<file path="config.mk">
export PLATFORM = sky130hd
export DESIGN_NAME = instr_fetch_unit_flat
export DESIGN_NICKNAME = d
export VERILOG_FILES = /design/src/rtl/instr_fetch_unit_if.sv /design/src/rtl/instr_fetch_unit.sv /design/src/flat_wrapper.sv
export SDC_FILE = /design/constraint.sdc
export NUM_CORES = 1
export LEC_CHECK = 0
export BUFFER_PORTS_ARGS = -buffer_cell sky130_fd_sc_hd__clkbuf_2
export CAP_MARGIN = 5
export CORE_UTILIZATION = 40
export CTS_CLUSTER_SIZE = 28
export DETAILED_ROUTE_END_ITERATION = 12
export GPL_TIMING_DRIVEN = 0
export PLACE_DENSITY = 0.83
export SLEW_MARGIN = 5
export SYNTH_ARGS = -nofsm -noshare
export SYNTH_HDL_FRONTEND = slang
export SYNTH_SLANG_ARGS = --single-unit
export TNS_END_PERCENT = 20
</file>
<file path="constraint.sdc">
create_clock -name clk -period 4.35 [get_ports clk]
set_input_delay 0.6525 -clock clk [delete_from_list [all_inputs] [get_ports clk]]
set_output_delay 0.6525 -clock clk [all_outputs]
set_load 0.005 [all_outputs]
</file>
<file path="src/rtl/instr_fetch_unit_if.sv">
// Fetch-stage bus: control requests, PC redirect, instruction memory port and decoded fields.
// master = control/memory side, slave = the fetch unit.
interface instr_fetch_unit_if;
    logic        fetch_start;
    logic        pc_load;
    logic [31:0] pc_next;
    logic [31:0] mem_addr;
    logic        mem_rd;
    logic [31:0] mem_rdata;
    logic        busy;
    logic        instr_valid;
    logic [31:0] pc;
    logic [31:0] instr;
    logic [6:0]  opcode;
    logic [4:0]  rd;
    logic [2:0]  funct3;
    logic [4:0]  rs1;
    logic [4:0]  rs2;
    logic [6:0]  funct7;
    logic [31:0] imm;
    logic        illegal;

    modport master (
        output fetch_start, pc_load, pc_next, mem_rdata,
        input  mem_addr, mem_rd, busy, instr_valid, pc, instr,
               opcode, rd, funct3, rs1, rs2, funct7, imm, illegal
    );

    modport slave (
        input  fetch_start, pc_load, pc_next, mem_rdata,
        output mem_addr, mem_rd, busy, instr_valid, pc, instr,
               opcode, rd, funct3, rs1, rs2, funct7, imm, illegal
    );
endinterface

</file>
<file path="src/rtl/instr_fetch_unit.sv">
// Fetch stage: owns PC and IR, reads one word per fetch_start after a fixed memory latency,
// then presents decoded fields and the sign-extended immediate.
module instr_fetch_unit #(
    parameter logic [31:0] RESET_PC    = 32'h0000_0000,
    parameter int unsigned MEM_LATENCY = 2
) (
    input logic               clk,
    input logic               rst,
    instr_fetch_unit_if.slave bus
);
    localparam int            CW       = (MEM_LATENCY > 1) ? $clog2(MEM_LATENCY) : 1;
    localparam logic [CW-1:0] LAT_INIT = CW'(MEM_LATENCY - 1);
    localparam logic [CW-1:0] LAT_ONE  = CW'(1);
    localparam logic [31:0]   NOP      = 32'h0000_0013;

    typedef enum logic [1:0] {IDLE, READ, WAIT, DONE} fetchState_t;

    fetchState_t   state;
    logic [31:0]   pcReg;
    logic [31:0]   irReg;
    logic [CW-1:0] latCount;
    logic          memRd;
    logic          instrValid;
    logic          busyReg;
    logic [31:0]   immVal;
    logic          illegalOp;

    // Counter is loaded in READ and the word is captured in the WAIT cycle where it reaches
    // zero, so the capture lands exactly MEM_LATENCY cycles after the mem_rd cycle.
    always_ff @(posedge clk) begin
        if (!rst) begin
            state      <= IDLE;
            pcReg      <= RESET_PC;
            irReg      <= NOP;
            latCount   <= '0;
            memRd      <= 1'b0;
            instrValid <= 1'b0;
            busyReg    <= 1'b0;
        end else begin
            memRd      <= 1'b0;
            instrValid <= 1'b0;
            case (state)
                IDLE: begin
                    if (bus.pc_load) begin
                        pcReg <= {bus.pc_next[31:2], 2'b00};
                    end
                    if (bus.fetch_start) begin
                        state   <= READ;
                        memRd   <= 1'b1;
                        busyReg <= 1'b1;
                    end
                end
                READ: begin
                    latCount <= LAT_INIT;
                    state    <= WAIT;
                end
                WAIT: begin
                    if (latCount == '0) begin
                        irReg      <= bus.mem_rdata;
                        pcReg      <= pcReg + 32'd4;
                        instrValid <= 1'b1;
                        state      <= DONE;
                    end else begin
                        latCount <= latCount - LAT_ONE;
                    end
                end
                DONE: begin
                    busyReg <= 1'b0;
                    state   <= IDLE;
                end
                default: begin
                    busyReg <= 1'b0;
                    state   <= IDLE;
                end
            endcase
        end
    end

    always_comb begin
        immVal    = '0;
        illegalOp = 1'b0;
        case (irReg[6:0])
            7'b0010011, 7'b0000011, 7'b1100111:
                immVal = {{20{irReg[31]}}, irReg[31:20]};
            7'b0100011:
                immVal = {{20{irReg[31]}}, irReg[31:25], irReg[11:7]};
            7'b1100011:
                immVal = {{19{irReg[31]}}, irReg[31], irReg[7], irReg[30:25], irReg[11:8], 1'b0};
            7'b0110111, 7'b0010111:
                immVal = {irReg[31:12], 12'b0};
            7'b1101111:
                immVal = {{11{irReg[31]}}, irReg[31], irReg[19:12], irReg[20], irReg[30:21], 1'b0};
            7'b0110011:
                immVal = '0;
            default:
                illegalOp = 1'b1;
        endcase
    end

    assign bus.mem_addr    = pcReg;
    assign bus.mem_rd      = memRd;
    assign bus.busy        = busyReg;
    assign bus.instr_valid = instrValid;
    assign bus.pc          = pcReg;
    assign bus.instr       = irReg;
    assign bus.opcode      = irReg[6:0];
    assign bus.rd          = irReg[11:7];
    assign bus.funct3      = irReg[14:12];
    assign bus.rs1         = irReg[19:15];
    assign bus.rs2         = irReg[24:20];
    assign bus.funct7      = irReg[31:25];
    assign bus.imm         = immVal;
    assign bus.illegal     = illegalOp;
endmodule

</file>
<file path="src/flat_wrapper.sv">
// flat-port wrapper written by rule: the top's interface ports become plain ports
module instr_fetch_unit_flat 
#(
    parameter logic [31:0] RESET_PC    = 32'h0000_0000,
    parameter int unsigned MEM_LATENCY = 2
)
  (clk, rst, bus_fetch_start, bus_pc_load, bus_pc_next, bus_mem_rdata, bus_mem_addr, bus_mem_rd, bus_busy, bus_instr_valid, bus_pc, bus_instr, bus_opcode, bus_rd, bus_funct3, bus_rs1, bus_rs2, bus_funct7, bus_imm, bus_illegal);
  instr_fetch_unit_if bus_i ();
  input logic clk;
  input logic rst;
  input wire logic [$bits(bus_i.fetch_start)-1:0] bus_fetch_start;
  input wire logic [$bits(bus_i.pc_load)-1:0] bus_pc_load;
  input wire logic [$bits(bus_i.pc_next)-1:0] bus_pc_next;
  input wire logic [$bits(bus_i.mem_rdata)-1:0] bus_mem_rdata;
  output wire logic [$bits(bus_i.mem_addr)-1:0] bus_mem_addr;
  output wire logic [$bits(bus_i.mem_rd)-1:0] bus_mem_rd;
  output wire logic [$bits(bus_i.busy)-1:0] bus_busy;
  output wire logic [$bits(bus_i.instr_valid)-1:0] bus_instr_valid;
  output wire logic [$bits(bus_i.pc)-1:0] bus_pc;
  output wire logic [$bits(bus_i.instr)-1:0] bus_instr;
  output wire logic [$bits(bus_i.opcode)-1:0] bus_opcode;
  output wire logic [$bits(bus_i.rd)-1:0] bus_rd;
  output wire logic [$bits(bus_i.funct3)-1:0] bus_funct3;
  output wire logic [$bits(bus_i.rs1)-1:0] bus_rs1;
  output wire logic [$bits(bus_i.rs2)-1:0] bus_rs2;
  output wire logic [$bits(bus_i.funct7)-1:0] bus_funct7;
  output wire logic [$bits(bus_i.imm)-1:0] bus_imm;
  output wire logic [$bits(bus_i.illegal)-1:0] bus_illegal;
  assign bus_i.fetch_start = bus_fetch_start;
  assign bus_i.pc_load = bus_pc_load;
  assign bus_i.pc_next = bus_pc_next;
  assign bus_i.mem_rdata = bus_mem_rdata;
  assign bus_mem_addr = bus_i.mem_addr;
  assign bus_mem_rd = bus_i.mem_rd;
  assign bus_busy = bus_i.busy;
  assign bus_instr_valid = bus_i.instr_valid;
  assign bus_pc = bus_i.pc;
  assign bus_instr = bus_i.instr;
  assign bus_opcode = bus_i.opcode;
  assign bus_rd = bus_i.rd;
  assign bus_funct3 = bus_i.funct3;
  assign bus_rs1 = bus_i.rs1;
  assign bus_rs2 = bus_i.rs2;
  assign bus_funct7 = bus_i.funct7;
  assign bus_imm = bus_i.imm;
  assign bus_illegal = bus_i.illegal;
  instr_fetch_unit #(.RESET_PC(RESET_PC), .MEM_LATENCY(MEM_LATENCY)) u_core (.clk(clk), .rst(rst), .bus(bus_i));
endmodule
</file>
* Word level (Yosys, flattened, before mapping)
Cells that the tools add are included.
Operators by class: reductions and logical operators 13, shifts and indexed selects 0, eq/ne operators 15, mux-type cells 14, multipliers 0, $lt $le $gt $ge 0, bitwise logic cells 1, div/mod/pow operators 0, add/subtract/negate cells 2
Operator list (count):
- $pmux W32 S5 | 1
- $mux W32 | 2
- $pmux W32 S2 | 1
- $add A32 B3 Y32 const B | 1
- $eq A7 B6 Y1 const B | 3
- $eq A7 B7 Y1 const B | 3
- $eq A7 B5 Y1 const B | 2
- $reduce_and A2 Y1 | 5
- $reduce_or A9 Y1 | 1
- $pmux W2 S4 | 1
- $eq A7 B2 Y1 const B | 1
- $ne A2 B2 Y1 const B | 3
- $reduce_bool A2 Y1 | 3
- $mux W1 | 5
- $eq A2 B2 Y1 const B | 2
- $mux W2 | 2
- $pmux W1 S2 | 2
- $reduce_and A3 Y1 | 1
- $reduce_or A3 Y1 | 1
- $eq A2 B1 Y1 const B | 1
- $logic_not A2 Y1 | 1
- $reduce_or A2 Y1 | 1
- $not A1 Y1 | 1
- $sub A1 B1 Y1 const B | 1
Word-level totals: input bits 68, latch bits 0, memories 0, logic and storage cells 52, RAM bits 0, bits in registers 70, ROM bits 0

* Depth between registers and ports, before layout
word-level depth 3, mapped depth 9, gate-level depth less buffers 7

* Worst setup path before layout
Ideal clock, no wire load.
kind register -> output, start reg u_core.irReg[6], in the netlist u_core.bus.instr[6], end out bus_imm[20], required time 3.697 ns, path buffers 2, path slack 2.077 ns, cell stages (with the launch flop) 7, arrival time 1.620 ns, path through dfxtp_1 -> clkbuf_1 -> nand3_1 -> a21oi_1 -> and2_1 -> buf_2 -> a21o_1
Between the ends: cells in the longest elaborated chain, start to end 3
RTL lines:
- start, declared | line instr_fetch_unit.sv:20 | logic [31:0] irReg;
- start signal, assigned | line instr_fetch_unit.sv:59 | irReg <= bus.mem_rdata;
- $eq A7 B5 Y1 (tied with other cells) | line instr_fetch_unit.sv:82 | case (irReg[6:0])
- $reduce_or A3 Y1 / $reduce_or A2 Y1 (equally long branches) | line instr_fetch_unit.sv:82
- $pmux W32 S5 (*) | line instr_fetch_unit.sv:82
- end, declared | line flat_wrapper.sv:27 | output wire logic [$bits(bus_i.imm)-1:0] bus_imm;
Mark *: on every way between the ends. The rest lies on a longest branch, timed or not.

* Final worst setup path
start reg u_core.irReg[6], in the netlist u_core.bus.instr[6], end out bus_imm[23]
The elaborated chain is that of the path after synthesis.

==> results.txt <==
----------------------------------------------------
[Synth]
  Simple-gate share of the synthesized area ... 0.260
  XOR/XNOR share of the synthesized area ... 0
  Fraction of the mapped netlist area in compound gates ... 0.229
  Average cell area after synthesis ... 7.43 um^2
  Top cell type by total area after synthesis ... dfxtp_1
  Number of flip-flops and latches in the synthesized netlist ... 68
  Area fraction of the dominant cell type after synthesis ... 0.316
  Post-synthesis instance area ... 4300 um^2
  Ys Warns ... 0
  Post-synth top flop ... dfxtp_1
  Post-synthesis mux area share ... 0.0209
  Most area-consuming cells after synthesis ... dfxtp_1 (32%), buf_4 (12%), nand2_1 (8.7%)
  Number of distinct library cells after synthesis ... 53
  Main combinational cell family by area after synthesis ... simple AND/OR/NAND/NOR gates
  Proportion of synthesized flip-flops having asynchronous set or reset ... 0
  Synth Instances ... around 580
  Fraction of the mapped netlist area in adder cells ... 0.0116
  Number of flops mapped to enable cells by yosys ... 0
  Seq/Total Area, Yosys ... 0.316

[Timing]
  Number of slew-limit violations in the final report ... 0
  Worst relative slew slack ... 0.361
  Transition time of the tightest slew-check pin ... 949 ps
  Setup clock skew after layout ... 10.2 ps
  Unrepaired setup endpoints after global routing ... false
  Final hold violations ... 0
  Final hold slack ... ~490 ps
  Final worst-path cycle share ... 0.721
  Setup violations, final ... 0
  Peak Freq ... 319 MHz
  Final setup TNS ... 0 ps
  Minimum setup slack in the final design ... approximately 1200 ps
  Post-layout minimum cycle time ... about 3100 ps

[Power]
  Worst vdd ir ... 0.354 mV
  Clock group share of total power ... 0.138
  Sw Pwr ... roughly 0.0015 W
  Share of power burned in registers ... 0.329
  Pint ... 0.00188 W
  Portion of total power attributed to combinational logic ... 0.533
  Reported leakage power ... 2.96 nW
  Pwr per Cell Area ... approximately 590 nW/um^2
  Fraction of power spent switching nets ... 0.452

[Global route]
  Vias in the first global route ... roughly 4600
  Grt ovf ... 0
  Overall Global Routing Usage ... 0.269
  Initial antenna violation count ... 0
  Global-route wire length before repair ... 23.6 mm
  Pin count of the biggest net entering global routing ... 12

[Worst setup path]
  Biggest fanout along the worst timing path ... 10
  Critical Path Start Type ... flop
  Cells on worst reg2reg path ... 7
  Critical path arrival ... about 2500 ps
  Data required time at the worst endpoint ... 3700 ps
  Setup CP Type ... flop to output pin
  Element type at the critical path end ... output pin
  Crit. Startpoint ... u_core.bus.instr[6]$_SDFFE_PN0P_
  Worst R2R Start ... u_core.state[0]$_SDFFE_PN0P_

[Detailed routing]
  Wire length reported by the detailed router ... 15.4 mm
  Count of vias placed by the detailed router ... a little over 5000
  Antenna-violating nets left ... 0
  Number of vias per cell after detailed routing ... 5.41
  Number of DRC markers in iteration 0 ... roughly 410
  Avg WL per Cell ... 16.1 um
  Remaining routing DRC violations ... 0
  First-pass DRT Iterations ... 7

[Worst hold path]
  Hold_sp ... u_core.bus.busy$_SDFFE_PN0P_
  Hold Path Stages ... 2
  Min-delay worst type ... flop to flop

[Cells and area]
  Count of filler cells inserted in the layout ... 1030
  Share of post-route cells with drive strength above 1 ... 0.383
  Final nets ... 890
  Ant diodes ... 0
  Post-synthesis to final-layout area growth ... 34.3%
  Layout Cell Area excl Fill ... 5780 um^2

[CTS]
  Count of instances resized after the clock tree is built ... 0
  Clock Latency Late Sink ... around 350 ps
  CTS tree ... yes
  Master cell of the clock root buffer ... clkbuf_8
  Maximum count of clock buffers along a single path ... 2
  Clock buffer count from CTS ... 9
  Clock sinks ... 68
  H-tree depth reported by CTS ... 3
  Total of hold buffers inserted after clock tree synthesis ... 0
  Clock transition time at the flip-flop clock pins of the worst setup and hold paths ... 80 ps
  Post-CTS Setup Bufs ... 0

[Floorplanning]
  Die Wd ... approximately 110 um
  Standard cell core area ... ~10000 um^2
  Die Footprint ... 11200 um^2
  Effective utilization at floorplan ... 0.415
  I/O pin cnt ... between 200 and 250
  Row count ... 37
  Vertical die dimension ... approximately 110 um

[Run status]
  Status ... completed

[Place]
  RD Place Congestion ... 0.932
  Port bufs ... 225
  Pre-CTS setup slack ... 1570 ps
  Detailed Place HPWL ... about 12 mm
  DP Area ... ~5600 um^2

[Job]
  Max-cap violations ... 0

----------------------------------------------------
[path summary, 6_finish.rpt]
kind / end / slack [ps]
min reg2reg: u_core.bus.busy$_SDFFE_PN0P_ / 490
max: bus_imm[23] / 1210
max reg2reg: u_core.bus.mem_addr[17]$_SDFFE_PN0P_ / 1790
min: u_core.bus.busy$_SDFFE_PN0P_ / 490
[sequential cells by signal (all words and copies together), names as in the netlist]
register / count
u_core.bus.mem_rd: 1
u_core.bus.instr: 32
u_core.latCount: 1
u_core.state: 2
u_core.bus.mem_addr: 30
u_core.bus.instr_valid: 1
u_core.bus.busy: 1
[synth_stat cells (10+ instances only)]
master and number:
nor2_1 25, o21ai_0 20, dfxtp_1 68, clkbuf_1 33
nand2_1 100, a21o_1 23, a21oi_1 60, buf_4 67
nor3_1 10, and3_1 11, inv_1 12, nand3_1 24
and2_1 11, nand4_1 10
[worst max-delay path: stages (launching register included)]
cell and delay, ps:
dfxtp_1 390, clkbuf_1 350, nand3_1 280, a21oi_1 470, and2_1 210, buf_2 210, a21o_1 120, clkbuf_2 110
[logic make-up after synthesis]
logic type,Yosys count
adder cells (fa/ha/maj),4
AO/OA/AOI/OAI,155
AND/OR/NAND/NOR,225
other,1
buffers and inverters,117
flip-flops,68
multiplexers,9
[through the flow]
stage                util  cells  power (W)
finish              0.557    959    0.00343
global route        0.557    959    0.00368
CTS                 0.557    959    0.00342
detailed placement  0.541    943    0.00294
global placement    0.541    943    0.00291
floorplan               -    582    0.00217
[routing by layer]
metal	routed length [um]	global-route usage	vias up
met5	0	0	-
met4	406	0.0992	0
met3	1540	0.0557	45
met2	7800	0.492	320
met1	5680	0.306	2368
li1	-	-	2456
[power by group through the flow]
stage	registers (W)	logic, W	clock network (W)
after floorplan	0.00106	0.00111	0
after global placement	0.00113	0.00178	0
after detailed placement	0.00113	0.00181	0
after CTS	0.00112	0.00182	0.000481
after global routing	0.00116	0.00201	0.000511
final	0.00113	0.00183	0.000475
[cells in the final DEF, fill, tap and decap left out, drive strengths merged, types with 3 or more instances in the layout]
cell,netlist,final
a22o,4,4
and2,11,11
o2bb2ai,5,5
clkbuf,33,269
nor2,25,25
nand2,100,100
inv,13,13
nor2b,4,4
o211ai,3,3
nand3,24,24
a31oi,8,8
mux2i,9,9
ha,4,4
o22ai,8,8
conb,1,4
clkinv,0,4
buf,71,71
nand4,11,11
and4,4,4
nand2b,5,5
o21ai,20,20
nor4,4,4
and3,11,11
a32o,3,3
a21oi,60,60
nor3,11,11
or4,8,8
dfxtp,68,68
a211oi,4,4
a21o,23,23
[layout make-up]
type                       instances  area (um^2)  share of cell area
multi-input combinational        397         2260               0.391
sequential                        68         1360               0.236
timing repair buffer             225         1130               0.195
buffer                           104          644               0.111
tap                              136          170              0.0294
clock buffer                      11          141              0.0245
inverter                          13         48.8             0.00844
clock inverter                     5         27.5             0.00476
Power figures use the tool's default switching activity.
